<file path="src/rtl/freq_channel_scheduler_if.sv">
// Bundles the scheduler's mux/counter-core and result signals.
// The master modport is the scheduler side; slave is the pad/core/consumer side.
interface freq_channel_scheduler_if #(
  parameter int unsigned NUM_CH     = 4,
  parameter int unsigned CH_BITS    = 2,
  parameter int unsigned COUNT_BITS = 7
);
  logic [NUM_CH-1:0]     chan_enable;
  logic [CH_BITS-1:0]    chan_sel;
  logic                  gate_start;
  logic                  meas_done;
  logic [COUNT_BITS-1:0] meas_count;
  logic                  result_valid;
  logic [CH_BITS-1:0]    result_chan;
  logic [COUNT_BITS-1:0] result_count;
  logic                  result_timeout;
  logic                  busy;

  modport master (
    input  chan_enable, meas_done, meas_count,
    output chan_sel, gate_start, result_valid, result_chan, result_count,
           result_timeout, busy
  );

  modport slave (
    output chan_enable, meas_done, meas_count,
    input  chan_sel, gate_start, result_valid, result_chan, result_count,
           result_timeout, busy
  );
endinterface

</file>
<file path="src/rtl/freq_channel_scheduler.sv">
// Round-robin scheduler sharing one frequency-measurement datapath across NUM_CH inputs:
// select channel, let the input synchroniser settle, run one gate window, publish a tagged result.
module freq_channel_scheduler #(
  parameter int unsigned NUM_CH        = 4,
  parameter int unsigned CH_BITS       = 2,
  parameter int unsigned COUNT_BITS    = 7,
  parameter int unsigned SETTLE_CYCLES = 4,
  parameter int unsigned TIMEOUT       = 1500
) (
  input  logic                          clk,
  input  logic                          reset_n,
  freq_channel_scheduler_if.master      bus
);

  localparam int unsigned SETTLE_BITS = $clog2(SETTLE_CYCLES + 1);
  localparam int unsigned TIMER_BITS  = $clog2(TIMEOUT + 1);

  typedef enum logic [2:0] {
    IDLE    = 3'd0,
    SELECT  = 3'd1,
    SETTLE  = 3'd2,
    MEASURE = 3'd3,
    STORE   = 3'd4
  } state_e;

  state_e                 state_q;
  logic [CH_BITS-1:0]     last_chan_q;
  logic [CH_BITS-1:0]     chan_sel_q;
  logic [SETTLE_BITS-1:0] settle_cnt_q;
  logic [TIMER_BITS-1:0]  timer_q;
  logic                   gate_start_q;
  logic                   result_valid_q;
  logic [CH_BITS-1:0]     result_chan_q;
  logic [COUNT_BITS-1:0]  result_count_q;
  logic                   result_timeout_q;
  logic                   busy_q;

  logic                   found_c;
  logic [CH_BITS-1:0]     winner_c;

  // Next enabled channel after last_chan, wrapping; first hit wins.
  always_comb begin
    found_c  = 1'b0;
    winner_c = '0;
    for (int unsigned i = 1; i <= NUM_CH; i++) begin
      logic [CH_BITS-1:0] idx;
      idx = CH_BITS'((32'(last_chan_q) + i) % NUM_CH);
      if (!found_c && bus.chan_enable[idx]) begin
        found_c  = 1'b1;
        winner_c = idx;
      end
    end
  end

  always_ff @(posedge clk) begin
    if (!reset_n) begin
      state_q          <= IDLE;
      last_chan_q      <= CH_BITS'(NUM_CH - 1);
      chan_sel_q       <= '0;
      settle_cnt_q     <= '0;
      timer_q          <= '0;
      gate_start_q     <= 1'b0;
      result_valid_q   <= 1'b0;
      result_chan_q    <= '0;
      result_count_q   <= '0;
      result_timeout_q <= 1'b0;
      busy_q           <= 1'b0;
    end else begin
      gate_start_q   <= 1'b0;
      result_valid_q <= 1'b0;
      case (state_q)
        IDLE: begin
          if (|bus.chan_enable) begin
            state_q <= SELECT;
            busy_q  <= 1'b1;
          end
        end
        SELECT: begin
          if (found_c) begin
            chan_sel_q   <= winner_c;
            last_chan_q  <= winner_c;
            settle_cnt_q <= '0;
            state_q      <= SETTLE;
          end else begin
            state_q <= IDLE;
            busy_q  <= 1'b0;
          end
        end
        SETTLE: begin
          settle_cnt_q <= settle_cnt_q + SETTLE_BITS'(1);
          if (settle_cnt_q == SETTLE_BITS'(SETTLE_CYCLES - 1)) begin
            state_q      <= MEASURE;
            gate_start_q <= 1'b1;
            timer_q      <= '0;
          end
        end
        MEASURE: begin
          // meas_done in the gate_start cycle belongs to a stale window.
          if (bus.meas_done && !gate_start_q) begin
            result_count_q   <= bus.meas_count;
            result_timeout_q <= 1'b0;
            result_chan_q    <= chan_sel_q;
            result_valid_q   <= 1'b1;
            state_q          <= STORE;
          end else if (timer_q == TIMER_BITS'(TIMEOUT - 1)) begin
            result_count_q   <= '0;
            result_timeout_q <= 1'b1;
            result_chan_q    <= chan_sel_q;
            result_valid_q   <= 1'b1;
            state_q          <= STORE;
          end else begin
            timer_q <= timer_q + TIMER_BITS'(1);
          end
        end
        STORE: begin
          state_q <= SELECT;
        end
        default: begin
          state_q <= IDLE;
          busy_q  <= 1'b0;
        end
      endcase
    end
  end

  assign bus.chan_sel       = chan_sel_q;
  assign bus.gate_start     = gate_start_q;
  assign bus.result_valid   = result_valid_q;
  assign bus.result_chan    = result_chan_q;
  assign bus.result_count   = result_count_q;
  assign bus.result_timeout = result_timeout_q;
  assign bus.busy           = busy_q;

endmodule
</file>
<file path="src/flat_wrapper.sv">
// flat-port wrapper written by rule: the top's interface ports become plain ports
module freq_channel_scheduler_flat 
#(
  parameter int unsigned NUM_CH        = 4,
  parameter int unsigned CH_BITS       = 2,
  parameter int unsigned COUNT_BITS    = 7,
  parameter int unsigned SETTLE_CYCLES = 4,
  parameter int unsigned TIMEOUT       = 1500
)
  (clk, reset_n, bus_chan_enable, bus_meas_done, bus_meas_count, bus_chan_sel, bus_gate_start, bus_result_valid, bus_result_chan, bus_result_count, bus_result_timeout, bus_busy);
  freq_channel_scheduler_if #(.NUM_CH(NUM_CH), .CH_BITS(CH_BITS), .COUNT_BITS(COUNT_BITS)) bus_i ();
  input  logic clk;
  input  logic reset_n;
  input wire logic [$bits(bus_i.chan_enable)-1:0] bus_chan_enable;
  input wire logic [$bits(bus_i.meas_done)-1:0] bus_meas_done;
  input wire logic [$bits(bus_i.meas_count)-1:0] bus_meas_count;
  output wire logic [$bits(bus_i.chan_sel)-1:0] bus_chan_sel;
  output wire logic [$bits(bus_i.gate_start)-1:0] bus_gate_start;
  output wire logic [$bits(bus_i.result_valid)-1:0] bus_result_valid;
  output wire logic [$bits(bus_i.result_chan)-1:0] bus_result_chan;
  output wire logic [$bits(bus_i.result_count)-1:0] bus_result_count;
  output wire logic [$bits(bus_i.result_timeout)-1:0] bus_result_timeout;
  output wire logic [$bits(bus_i.busy)-1:0] bus_busy;
  assign bus_i.chan_enable = bus_chan_enable;
  assign bus_i.meas_done = bus_meas_done;
  assign bus_i.meas_count = bus_meas_count;
  assign bus_chan_sel = bus_i.chan_sel;
  assign bus_gate_start = bus_i.gate_start;
  assign bus_result_valid = bus_i.result_valid;
  assign bus_result_chan = bus_i.result_chan;
  assign bus_result_count = bus_i.result_count;
  assign bus_result_timeout = bus_i.result_timeout;
  assign bus_busy = bus_i.busy;
  freq_channel_scheduler #(.NUM_CH(NUM_CH), .CH_BITS(CH_BITS), .COUNT_BITS(COUNT_BITS), .SETTLE_CYCLES(SETTLE_CYCLES), .TIMEOUT(TIMEOUT)) u_core (.clk(clk), .reset_n(reset_n), .bus(bus_i));
endmodule
</file>
<file path="config.mk">
export PLATFORM = sky130hd
export DESIGN_NAME = freq_channel_scheduler_flat
export DESIGN_NICKNAME = d
export VERILOG_FILES = /design/src/rtl/freq_channel_scheduler_if.sv /design/src/rtl/freq_channel_scheduler.sv /design/src/flat_wrapper.sv
export SDC_FILE = /design/constraint.sdc
export NUM_CORES = 1
export LEC_CHECK = 0
export BUFFER_PORTS_ARGS = -buffer_cell sky130_fd_sc_hd__buf_2
export CORE_UTILIZATION = 30
export DETAILED_ROUTE_END_ITERATION = 6
export PLACE_DENSITY = 0.53
export SETUP_SLACK_MARGIN = 0.4
export SYNTH_ARGS = -nofsm -noshare
export SYNTH_HDL_FRONTEND = slang
export SYNTH_SLANG_ARGS = --single-unit
</file>
<file path="constraint.sdc">
create_clock -name clk -period 1.58 [get_ports clk]
set_clock_uncertainty 0.15 [all_clocks]
set_input_delay 0 -clock clk [delete_from_list [all_inputs] [get_ports clk]]
set_output_delay 0 -clock clk [all_outputs]
set_load 0.005 [all_outputs]
</file>
# Yosys cells after proc, flatten, opt, wreduce, memory -nomap -nowiden
# Cells that the tools add are included.
dict set report totals {
  ff_bits 34
  wordCells 97
}
dict set report op_classes {
  n_eq_ne 13
  reduce_logical 22
  order_cmp 4
  mux 40
  addsub 6
  bitwise 1
}
# operator n
set op_table {}
lappend op_table {{2-to-1 mux 11 bit} 3}
lappend op_table {{case mux 11 bit (2 select lines)} 1}
lappend op_table {{2-to-1 mux 1 bit} 15}
lappend op_table {{2-to-1 mux 3 bit} 5}
lappend op_table {{case mux 3 bit (5 select lines)} 1}
lappend op_table {{2-to-1 mux 2 bit} 7}
lappend op_table {{2-to-1 mux 7 bit} 2}
lappend op_table {{< comparator 2 x 3 -> 1 bit, second input constant} 4}
lappend op_table {{adder 11 x 1 -> 11 bit, second input constant} 1}
lappend op_table {{equality test 11 bit, second input constant} 1}
lappend op_table {{AND reduction 2 bit} 5}
lappend op_table {{equality test 3 x 2 -> 1 bit, second input constant} 3}
lappend op_table {{binary-select mux 1 bit (select 2 bit)} 4}
lappend op_table {{inequality test 2 x 1 -> 1 bit, second input constant} 3}
lappend op_table {{inequality test 2 bit, second input constant} 3}
lappend op_table {{case mux 3 bit (2 select lines)} 1}
lappend op_table {{AND reduction 3 bit} 2}
lappend op_table {{nonzero test 2 bit} 3}
lappend op_table {{adder 2 x 1 -> 2 bit, second input constant} 2}
lappend op_table {{adder 2 bit, second input constant} 2}
lappend op_table {{logical AND 1 bit} 4}
lappend op_table {{logical NOT 1 bit} 4}
lappend op_table {{AND reduction 4 bit} 1}
lappend op_table {{OR reduction 4 bit} 1}
lappend op_table {{other kinds (8)} 8}

# Longest topological paths before layout
# Gate-level depths: netlist of the first run.
dict set report logic_depth {
  ltp_word 15
  depth_mapped 6
  ltp_nobuf 6
}

# Worst setup path before layout of the first run
# No wires, ideal clock.
dict set report synth_path {
  path_type {reg-to-reg}
  start {register u_core.timer_q[0]}
  end {register u_core.result_count_q[0] (netlist: u_core.bus.result_count[0])}
  path_stages_with_launch 7
  t_arrival_ns 1.489
  slack_ns -0.176
  cell_sequence {dfxtp_1 > ha_1 > nand4bb_1 > nor4_4 > o21ai_2 > buf_6 > a32o_2}
}
dict set report synth_between {
  elab_chain_len 3
}
# element line_no
set synth_rtl {}
lappend synth_rtl {{from (decl)} freq_channel_scheduler.sv:30} ;# logic [TIMER_BITS-1:0] timer_q;
lappend synth_rtl {{from (signal assigned)} freq_channel_scheduler.sv:112} ;# timer_q <= timer_q + TIMER_BITS'(1);
lappend synth_rtl {{equality test 11 bit} freq_channel_scheduler.sv:105} ;# end else if (timer_q == TIMER_BITS'(TIMEOUT - 1)) begin
lappend synth_rtl {{nonzero test 2 bit (no line)} n/a}
lappend synth_rtl {{AND reduction 2 bit (no line)} n/a}
lappend synth_rtl {{to (signal assigned)} freq_channel_scheduler.sv:100} ;# result_count_q <= bus.meas_count;
lappend synth_rtl {{to (decl)} freq_channel_scheduler.sv:34} ;# logic [COUNT_BITS-1:0] result_count_q;
# No other way between the ends.
# A chain may end at the register's enable or synchronous reset.

# Final worst setup path of the first run
dict set report layout_path {
  start {register u_core.settle_cnt_q[1]}
  end {register u_core.timer_q[6]}
}
dict set report layout_between {
  elab_chain_len 3
}
# element line_no
set layout_rtl {}
lappend layout_rtl {{from (decl)} freq_channel_scheduler.sv:29} ;# logic [SETTLE_BITS-1:0] settle_cnt_q;
lappend layout_rtl {{from (signal assigned)} freq_channel_scheduler.sv:90} ;# settle_cnt_q <= settle_cnt_q + SETTLE_BITS'(1);
lappend layout_rtl {{equality test 3 x 2 -> 1 bit} freq_channel_scheduler.sv:91} ;# if (settle_cnt_q == SETTLE_BITS'(SETTLE_CYCLES - 1)) begin
lappend layout_rtl {{inequality test 2 x 1 -> 1 bit (no line)} n/a}
lappend layout_rtl {{AND reduction 4 bit (no line)} n/a}
# No other way between the ends.

==> results of run 1 <==
layout by cell type (no fill, tap or decap), types with 4 or more instances in the layout:
cell type	Yosys	layout
dfxtp_1	34	20
nand2b_1	5	5
buf_4	1	30
nand2_2	1	4
dfxtp_2	0	13
inv_1	6	5
or4_1	5	4
buf_2	1	28
nand3_1	9	6
a32o_2	6	6
dlygate4sd3_1	0	9
a21oi_2	1	6
buf_6	1	12
nand2_1	16	12
a21oi_1	13	7
nor2_1	15	11
clkbuf_8	0	6
state kept, by name, indices dropped and copies added, names as in the netlist:
name and cells:
u_core.last_chan_q 2, u_core.bus.result_count 7, u_core.bus.busy 1, u_core.bus.result_chan 2
u_core.settle_cnt_q 3, u_core.timer_q 11, u_core.bus.result_valid 1, u_core.bus.chan_sel 2
u_core.state_q 3, u_core.bus.result_timeout 1, u_core.bus.gate_start 1
metal layers:
metal | vias up | wire (um) | GRT usage
met4 | 0 | 64 | 0.05761
met5 | - | 0 | 0
met3 | 8 | 107 | 0.03704
met1 | 755 | 1869 | 0.1997
met2 | 17 | 2278 | 0.2768
li1 | 829 | - | -
per-stage QoR:
step / util / setup TNS (ns)
floorplan: - / -0.9954
global placement: 0.4340 / -1.104
detailed placement: 0.4340 / -0.7436
CTS: 0.5131 / -0.7557
global route: 0.5297 / -2.149
finish: 0.5297 / -0.6240
repair_timing:
action                                  in CTS  in global routing
pin swaps                                   20                 13
gates resized for setup                     33                 11
endpoints found under the hold margin       10                  0
hold buffers                                 9                  0
setup buffers                                5                  4
endpoints found under the setup margin      34                 34
worst paths after layout:
check | to | slack, ns | cells past startpoint
min | u_core.bus.chan_sel[0]$_SDFFE_PN0P_ | 0.02 | 4
max | u_core.timer_q[6]$_SDFFE_PN0P_ | -0.10 | 6
max reg2reg | u_core.timer_q[6]$_SDFFE_PN0P_ | -0.10 | 6
min reg2reg | u_core.bus.result_chan[1]$_SDFFE_PN0P_ | 0.32 | 2
power by group through the flow:
stage | Sequential, mW | Clock, mW | Combinational [mW]
floorplan | 0.949 | 0 | 0.188
global placement | 0.950 | 0 | 0.289
detailed placement | 0.950 | 0 | 0.289
CTS | 0.931 | 0.966 | 0.363
global route | 0.938 | 1.00 | 0.431
finish | 0.933 | 0.936 | 0.398
area by class of cell:
cell class                      instances  area share
Clock buffer                            7     0.03952
Clock inverter                          1     0.01103
Inverter                                6    0.008272
Tap cell                               70     0.03217
Sequential cell                        34      0.2574
Multi-Input combinational cell        132      0.4292
Timing Repair Buffer                   80      0.2224
worst max-delay path, stage by stage, from the launching register on:
cell,delay [ns]
dfxtp_2,0.35
ha_4,0.14
ha_4,0.11
and4bb_2,0.27
a21oi_4,0.06
or4_1,0.41
a21oi_1,0.12
cell families after synthesis:
| group | synth area share |
|---|---|
| AND/OR/NAND/NOR | 0.2873 |
| multiplexers | 0.01853 |
| adder cells (fa/ha/maj) | 0.02317 |
| AO/OA/AOI/OAI | 0.1992 |
| flip-flops | 0.4201 |
| buffers and inverters | 0.03552 |
| XOR/XNOR | 0.01622 |
==> impl_metrics.py, run 1 <==
metrics = {
    "synth": {
        "synth.most_common_cell": "dfxtp_1",
        "synthTopCellsByCount": "dfxtp_1, nand2_1, nor2_1",
        "yosys-top-cells-area": "dfxtp_1, a32o_2, a21oi_1",
        "synthesis.nets": 195,
        "synth_edf_count": 0,
        "synthFlopType": "dfxtp_1",
        "yosys_warnings": 0,
        "synth_seq_cells": 34,
        "synthCells": 178,
        "synth_top_area_share": 0.4201,
        "syn_area_um2": 1620,
        "synth_cell_types": 49,
        "synth.avg_cell_area_um2": 9.103,
        "async_reset_ff_frac": 0,
        "synth_area_leader_cell": "dfxtp_1",
        "synth_seq_area_share": 0.4201,
    },
    "global_routing": {
        "grt_pass1_vias": 1531,
        "overflow": 0,
        "grt_pass1_wl_mm": 6.969,
        "grt_usage": 0.1618,
        "antenna_found_initial": 0,
        "grt_start_max_net_pins": 20,
    },
    "setup_path": {
        "worstSetupPathType": "reg2reg",
        "crit_start": "u_core.settle_cnt_q[1]$_SDFFE_PN0P_",
        "required_ns": 1.66,
        "crit_fanout": 7,
        "setup.worst_path.start_class": "flop",
        "rr_startpoint": "u_core.settle_cnt_q[1]$_SDFFE_PN0P_",
        "arrival_ns": 1.76,
        "endpoint_kind": "flop",
    },
    "pwr": {
        "p_switching_mw": 0.5516,
        "vdd_drop_max_mv": 0.5709,
        "internal-power_mw": 1.715,
        "p_leak_nw": 1.115,
        "p_per_area_nw_per_um2": 832.5,
        "p_clk_frac": 0.413,
        "switching_share": 0.2433,
        "seq_power_share": 0.412,
        "total_power_mw": 2.267,
        "pwr-share-comb": 0.176,
    },
    "sta": {
        "setup_viol": 16,
        "tightest_slew_ns": 0.4731,
        "fin_crit_ns": 1.684,
        "slew_headroom": 0.6829,
        "hold_viol_final": 0,
        "finalWorstSetupSlack_ns": -0.1035,
        "drv_slew": 0,
        "rsz0062_at_grt": "true",
        "hold_slack_ns": 0.02144,
        "finalCritPeriodShare": 1.066,
        "max_freq_ghz": 0.5940,
    },
    "die": {
        "io-pin-count": 29,
        "num_rows": 26,
        "die_h_um": 75.49,
        "start_util": 0.3152,
        "core_um2": 5140,
        "dieArea_um2": 5699,
        "die_x_um": 75.49,
    },
    "clock_network": {
        "clock_path_buffers": 2,
        "clock-root-buffer": "clkbuf_8",
        "cts_tree": "done",
        "clock_latency_ns": 0.29,
        "cts_num_sinks": 34,
        "cts_buffers": 5,
        "htreeDepth": 2,
        "clk_pin_slew_ns": 0.07,
    },
    "cells_and_area": {
        "num_antenna_cells": 0,
        "layout.nets": 276,
        "stdcell_count": 330,
        "fin_area_um2": 2723,
        "multi_input_area_um2": 1169,
        "num-fill-cells": 496,
        "ff_latch_area_um2": 700.7,
        "drive_gt1_frac": 0.5769,
        "syn_to_final_growth_pct": 68.03,
    },
    "placed_design": {
        "post-place-ws_ns": -0.09525,
        "dpl.hpwl_mm": 2.903,
        "post-place-cells": 304,
        "dpl_cell_area_um2": 2231,
        "gp_congestion": 0.7443,
        "port_buffers": 28,
    },
    "drt": {
        "wl_mm": 4.319,
        "initialDrtViolationCount": 31,
        "wire_per_inst_um": 13.09,
        "drcViolationCount": 0,
        "dr.pass1.iters": 4,
        "vias": 1609,
        "ant_nets": 0,
        "via_per_inst": 4.876,
    },
    "outcome": {
        "status": "finished, violations left",
        "violations": "negative setup slack",
    },
    "hold_path": {
        "worstHoldPathType": "in2reg",
        "min-delay-start": "bus_chan_enable[0]",
    },
    "job": {
        "maxCapViolCount": 0,
    },
}
(Power assumes the default switching activity.)
==> run 2: changes to the inputs <==
- CTS_BUF_LIST: not set -> sky130_fd_sc_hd__clkbuf_2
- SKIP_CTS_REPAIR_TIMING: not set -> 1
==> run 2 against run 1 <==
Highest routed layer unchanged. Total power is 10% lower. Via count increased by 0.93%. The flow finishes with violations (negative hold slack, negative setup slack). Sequential power is essentially flat.
==> impl_metrics.py, run 2 (synthesis results as in run 1) <==
metrics = {
    "clock_network": {
        "clock_path_buffers": 2,
        "cts_num_sinks": 34,
        "clk_pin_slew_ns": 0.18,
        "clock-root-buffer": "clkbuf_2",
        "cts_buffers": 5,
        "clock_latency_ns": 0.38,
        "cts_tree": "done",
        "htreeDepth": 2,
    },
    "drt": {
        "via_per_inst": 4.877,
        "drcViolationCount": 0,
        "initialDrtViolationCount": 46,
        "ant_nets": 0,
        "wire_per_inst_um": 13.20,
        "vias": 1624,
        "dr.pass1.iters": 4,
        "wl_mm": 4.394,
    },
    "outcome": {
        "violations": "negative hold slack, negative setup slack",
        "status": "finished, violations left",
    },
    "global_routing": {
        "grt_start_max_net_pins": 21,
        "antenna_found_initial": 0,
        "overflow": 0,
        "grt_usage": 0.1520,
        "grt_pass1_wl_mm": 6.458,
        "grt_pass1_vias": 1443,
    },
    "sta": {
        "hold_viol_final": 6,
        "rsz0062_at_grt": "true",
        "hold_slack_ns": -0.03127,
        "finalWorstSetupSlack_ns": -0.1283,
        "final.setup.tns_ns": -1.383,
        "setup_viol": 17,
        "slew_headroom": 0.6580,
        "max_freq_ghz": 0.5854,
        "tightest_slew_ns": 0.5112,
        "drv_slew": 0,
        "fin_crit_ns": 1.708,
        "finalCritPeriodShare": 1.081,
    },
    "setup_path": {
        "rr_startpoint": "u_core.settle_cnt_q[1]$_SDFFE_PN0P_",
        "slowest_stage": "or4_1",
        "setup.worst_path.start_class": "flop",
        "worstPathCellList": "ha_4 > ha_4 > and4bb_2 > a21oi_4 > or4_1 > a21oi_1",
        "required_ns": 1.76,
        "reg2regPathDepth": 6,
        "cpMostUsedCell": "ha_4",
        "r2r-end": "u_core.timer_q[6]$_SDFFE_PN0P_",
        "reg2reg_slack_ns": -0.13,
        "endpoint_kind": "flop",
        "max_stage_delay_ns": 0.41,
        "crit_fanout": 7,
        "worstSetupPathType": "reg2reg",
        "arrival_ns": 1.89,
    },
    "pwr": {
        "p_switching_mw": 0.5216,
        "p_clk_frac": 0.358,
        "p_per_area_nw_per_um2": 762.1,
        "pwr-share-comb": 0.182,
        "internal-power_mw": 1.511,
        "p_leak_nw": 1.097,
        "switching_share": 0.2566,
        "seq_power_share": 0.460,
        "vdd_drop_max_mv": 0.4392,
    },
    "cells_and_area": {
        "final_common_cell": "buf_4",
        "layout.nets": 279,
        "largest_reg_flops": 11,
        "syn_to_final_growth_pct": 64.63,
        "num_antenna_cells": 0,
        "drive_gt1_frac": 0.5399,
        "post-route-util": 0.5190,
        "final_cell_mix": "buf_4, buf_2, dfxtp_1, dlygate4sd3_1, dfxtp_2",
        "regMostFlops": "u_core.timer_q",
    },
    "placed_design": {
        "gp_congestion": 0.7443,
        "port_buffers": 28,
        "post-place-ws_ns": -0.09525,
        "dpl.hpwl_mm": 2.903,
    },
    "die": {
        "io-pin-count": 29,
        "die_x_um": 75.49,
        "num_rows": 26,
        "dieArea_um2": 5699,
        "start_util": 0.3152,
        "core_um2": 5140,
        "die_h_um": 75.49,
    },
    "hold_path": {
        "min-delay-start": "bus_chan_enable[1]",
        "worstHoldPathType": "in2reg",
        "holdPathEnd": "u_core.bus.chan_sel[0]$_SDFFE_PN0P_",
        "hold_depth": 5,
    },
    "job": {
        "maxCapViolCount": 0,
    },
}
## run 2: stage by stage
step / power [mW] / area [um2] / std cells
after floorplan: 1.137 / 1793 / 178
after global placement: 1.240 / 2231 / 304
after detailed placement: 1.239 / 2231 / 304
after CTS: 1.974 / 2320 / 312
after global routing: 2.125 / 2668 / 333
final: 2.033 / 2668 / 333
## run 2: how the worst max path moves through the flow
stage,startpoint,end,slack [ns],cells after the start
after floorplan,u_core.timer_q[0]$_SDFFE_PN0P_,u_core.bus.result_count[0]$_SDFFE_PN0P_,-0.13,6
after global placement,u_core.state_q[2]$_SDFFE_PN0P_,u_core.bus.result_count[1]$_SDFFE_PN0P_,-0.11,3
after detailed placement,u_core.settle_cnt_q[1]$_SDFFE_PN0P_,u_core.timer_q[6]$_SDFFE_PN0P_,-0.1,6
after CTS,u_core.settle_cnt_q[1]$_SDFFE_PN0P_,u_core.timer_q[6]$_SDFFE_PN0P_,-0.13,6
after global routing,u_core.settle_cnt_q[0]$_SDFFE_PN0P_,u_core.timer_q[6]$_SDFFE_PN0P_,-0.19,6
final,u_core.settle_cnt_q[1]$_SDFFE_PN0P_,u_core.timer_q[6]$_SDFFE_PN0P_,-0.13,6
## run 2: metal layers
metal	up-vias	track usage	wire length, um
li1	833	-	-
met1	764	0.1904	1938
met2	20	0.2520	2292
met3	7	0.03968	105
met4	0	0.05556	58
met5	-	0	0
## run 2: critical path: cells and delay by family (launching register included)
kind | cells | cell delay (ns)
AND/OR/NAND/NOR | 2 | 0.68
adder cells (fa/ha/maj) | 2 | 0.26
AO/OA/AOI/OAI | 2 | 0.18
flip-flops | 1 | 0.39
## run 2: cell type report
| class | count | area, um2 |
|---|---|---|
| Clock inverter | 3 | 63.81 |
| Sequential cell | 34 | 700.7 |
| Multi-Input combinational cell | 132 | 1130 |
| Inverter | 6 | 22.52 |
| Clock buffer | 5 | 25.02 |
| Fill cell | 502 | 2472 |
| Timing Repair Buffer | 83 | 638.1 |
| Tap cell | 70 | 87.58 |
## run 2: power by group through the flow
stage          clock, mW  sequential, mW  combinational (mW)
6_report           0.729           0.934               0.370
5_1_grt            0.780           0.942               0.403
4_1_cts            0.752           0.932               0.290
3_5_place_dp           0           0.950               0.289
3_3_place_gp           0           0.950               0.289
2_1_floorplan          0           0.949               0.188
==> run 3: changes to the inputs <==
- CORE_ASPECT_RATIO: not set -> 1.75
- CORE_UTILIZATION: 30 -> 51
- PLACE_DENSITY: 0.53 -> 0.8
==> run 3 against run 2 <==
The flow still finishes with violations (negative hold slack, negative setup slack). Final cell count is 7.8% lower. First-iteration DRC count up 22%. Sequential power about the same. Non-clock buffer count rose by 2. Worst hold slack worse by 0.061 ns. Fmax decreased by 5.4%. Critical path type unchanged.
==> impl_metrics.py, run 3 (synthesis results as in run 1) <==
metrics = {
    "outcome": {
        "status": "finished, violations left",
        "violations": "negative hold slack, negative setup slack",
    },
    "sta": {
        "drv_slew": 0,
        "hold_viol_final": 16,
        "tightest_slew_ns": 0.5140,
        "fin_crit_ns": 1.806,
        "max_freq_ghz": 0.5537,
        "finalWorstSetupSlack_ns": -0.2262,
        "rsz0062_at_grt": "true",
        "slew_headroom": 0.6562,
        "setup_viol": 21,
        "hold_slack_ns": -0.09218,
        "finalCritPeriodShare": 1.143,
    },
    "setup_path": {
        "worstSetupPathType": "reg2reg",
        "reg2reg_slack_ns": -0.23,
        "arrival_ns": 1.95,
        "required_ns": 1.72,
        "crit_fanout": 11,
        "setup.worst_path.start_class": "flop",
        "endpoint_kind": "flop",
    },
    "hold_path": {
        "worstHoldPathType": "in2reg",
    },
    "cells_and_area": {
        "post-route-util": 0.8829,
        "final_common_cell": "buf_4",
        "regMostFlops": "u_core.timer_q",
        "num_antenna_cells": 0,
        "syn_to_final_growth_pct": 61.31,
        "final_cell_mix": "buf_4, buf_2, dfxtp_1, dfxtp_2",
        "largest_reg_flops": 11,
        "layout.nets": 281,
        "drive_gt1_frac": 0.5811,
    },
    "clock_network": {
        "clock_latency_ns": 0.41,
        "clock_path_buffers": 2,
        "htreeDepth": 2,
        "clk_pin_slew_ns": 0.20,
        "cts_tree": "done",
        "clock-root-buffer": "clkbuf_2",
        "cts_num_sinks": 34,
        "cts_buffers": 5,
    },
    "drt": {
        "dr.pass1.iters": 4,
        "via_per_inst": 5.886,
        "wl_mm": 5.606,
        "ant_nets": 0,
        "initialDrtViolationCount": 56,
        "vias": 1807,
        "wire_per_inst_um": 18.26,
        "drcViolationCount": 0,
    },
    "pwr": {
        "vdd_drop_max_mv": 0.8737,
        "total_power_mw": 1.893,
        "p_leak_nw": 1.093,
        "p_per_area_nw_per_um2": 724.2,
    },
    "global_routing": {
        "grt_usage": 0.2996,
        "overflow": 0,
        "grt_pass1_vias": 1735,
        "grt_pass1_wl_mm": 7.652,
        "antenna_found_initial": 0,
        "grt_start_max_net_pins": 22,
    },
    "die": {
        "die_x_um": 44.61,
        "dieArea_um2": 3416,
        "io-pin-count": 29,
        "start_util": 0.5473,
        "num_rows": 26,
        "die_h_um": 76.57,
        "core_um2": 2960,
    },
    "placed_design": {
        "dpl.hpwl_mm": 3.574,
        "gp_congestion": 0.8318,
        "port_buffers": 28,
    },
    "job": {
        "maxCapViolCount": 0,
    },
}
[run 3: path summary, 6_finish.rpt]
kind | from | to | cells past startpoint
min | reset_n | u_core.bus.result_count[0]$_SDFFE_PN0P_ | 2
max reg2reg | u_core.timer_q[0]$_SDFFE_PN0P_ | u_core.bus.result_count[3]$_SDFFE_PN0P_ | 5
min reg2reg | u_core.bus.result_chan[1]$_SDFFE_PN0P_ | u_core.bus.result_chan[1]$_SDFFE_PN0P_ | 2
max | u_core.timer_q[0]$_SDFFE_PN0P_ | u_core.bus.result_count[3]$_SDFFE_PN0P_ | 5
[run 3: layer usage]
| layer | share of wire | track usage |
|---|---|---|
| met2 | 0.58 | 0.5838 |
| met1 | 0.35 | 0.2780 |
| met4 | 0.045 | 0.1242 |
| met5 | 0 | 0 |
| met3 | 0.028 | 0.05213 |
[run 3: area by class of cell]
type | instances | area [um2]
Multi-Input combinational cell | 132 | 1134
Sequential cell | 34 | 704.4
Timing Repair Buffer | 85 | 634.4
Fill cell | 146 | 346.6
Tap cell | 42 | 52.55
Clock inverter | 2 | 33.78
Clock buffer | 6 | 30.03
Inverter | 6 | 25.02
[run 3: power breakdown]
group / leakage [nW] / switching, mW / internal [mW]
logic: 0.771 / 0.197 / 0.190
clock network: 0.0406 / 0.300 / 0.270
registers: 0.282 / 0.0401 / 0.896
total: 1.09 / 0.538 / 1.36
[run 3: critical path: stages (launching register included)]
cell,delay [ns]
dfxtp_4,0.41
ha_4,0.14
nand4bb_1,0.14
nor4_4,0.36
o21ai_4,0.18
a32o_2,0.31
[run 3: per-stage QoR]
stage	TNS, ns	worst slack (ns)	hold WS, ns	cell area (um2)	instances
after global placement	-0.7457	-0.07760	0.06182	2233	281
after floorplan	-0.9954	-0.1262	-0.02421	1793	178
after global routing	-3.786	-0.2399	-0.1050	2614	307
after detailed placement	-1.637	-0.1483	0.06811	2233	281
after CTS	-2.217	-0.1808	-0.3549	2297	289
final	-3.218	-0.2262	-0.09218	2614	307
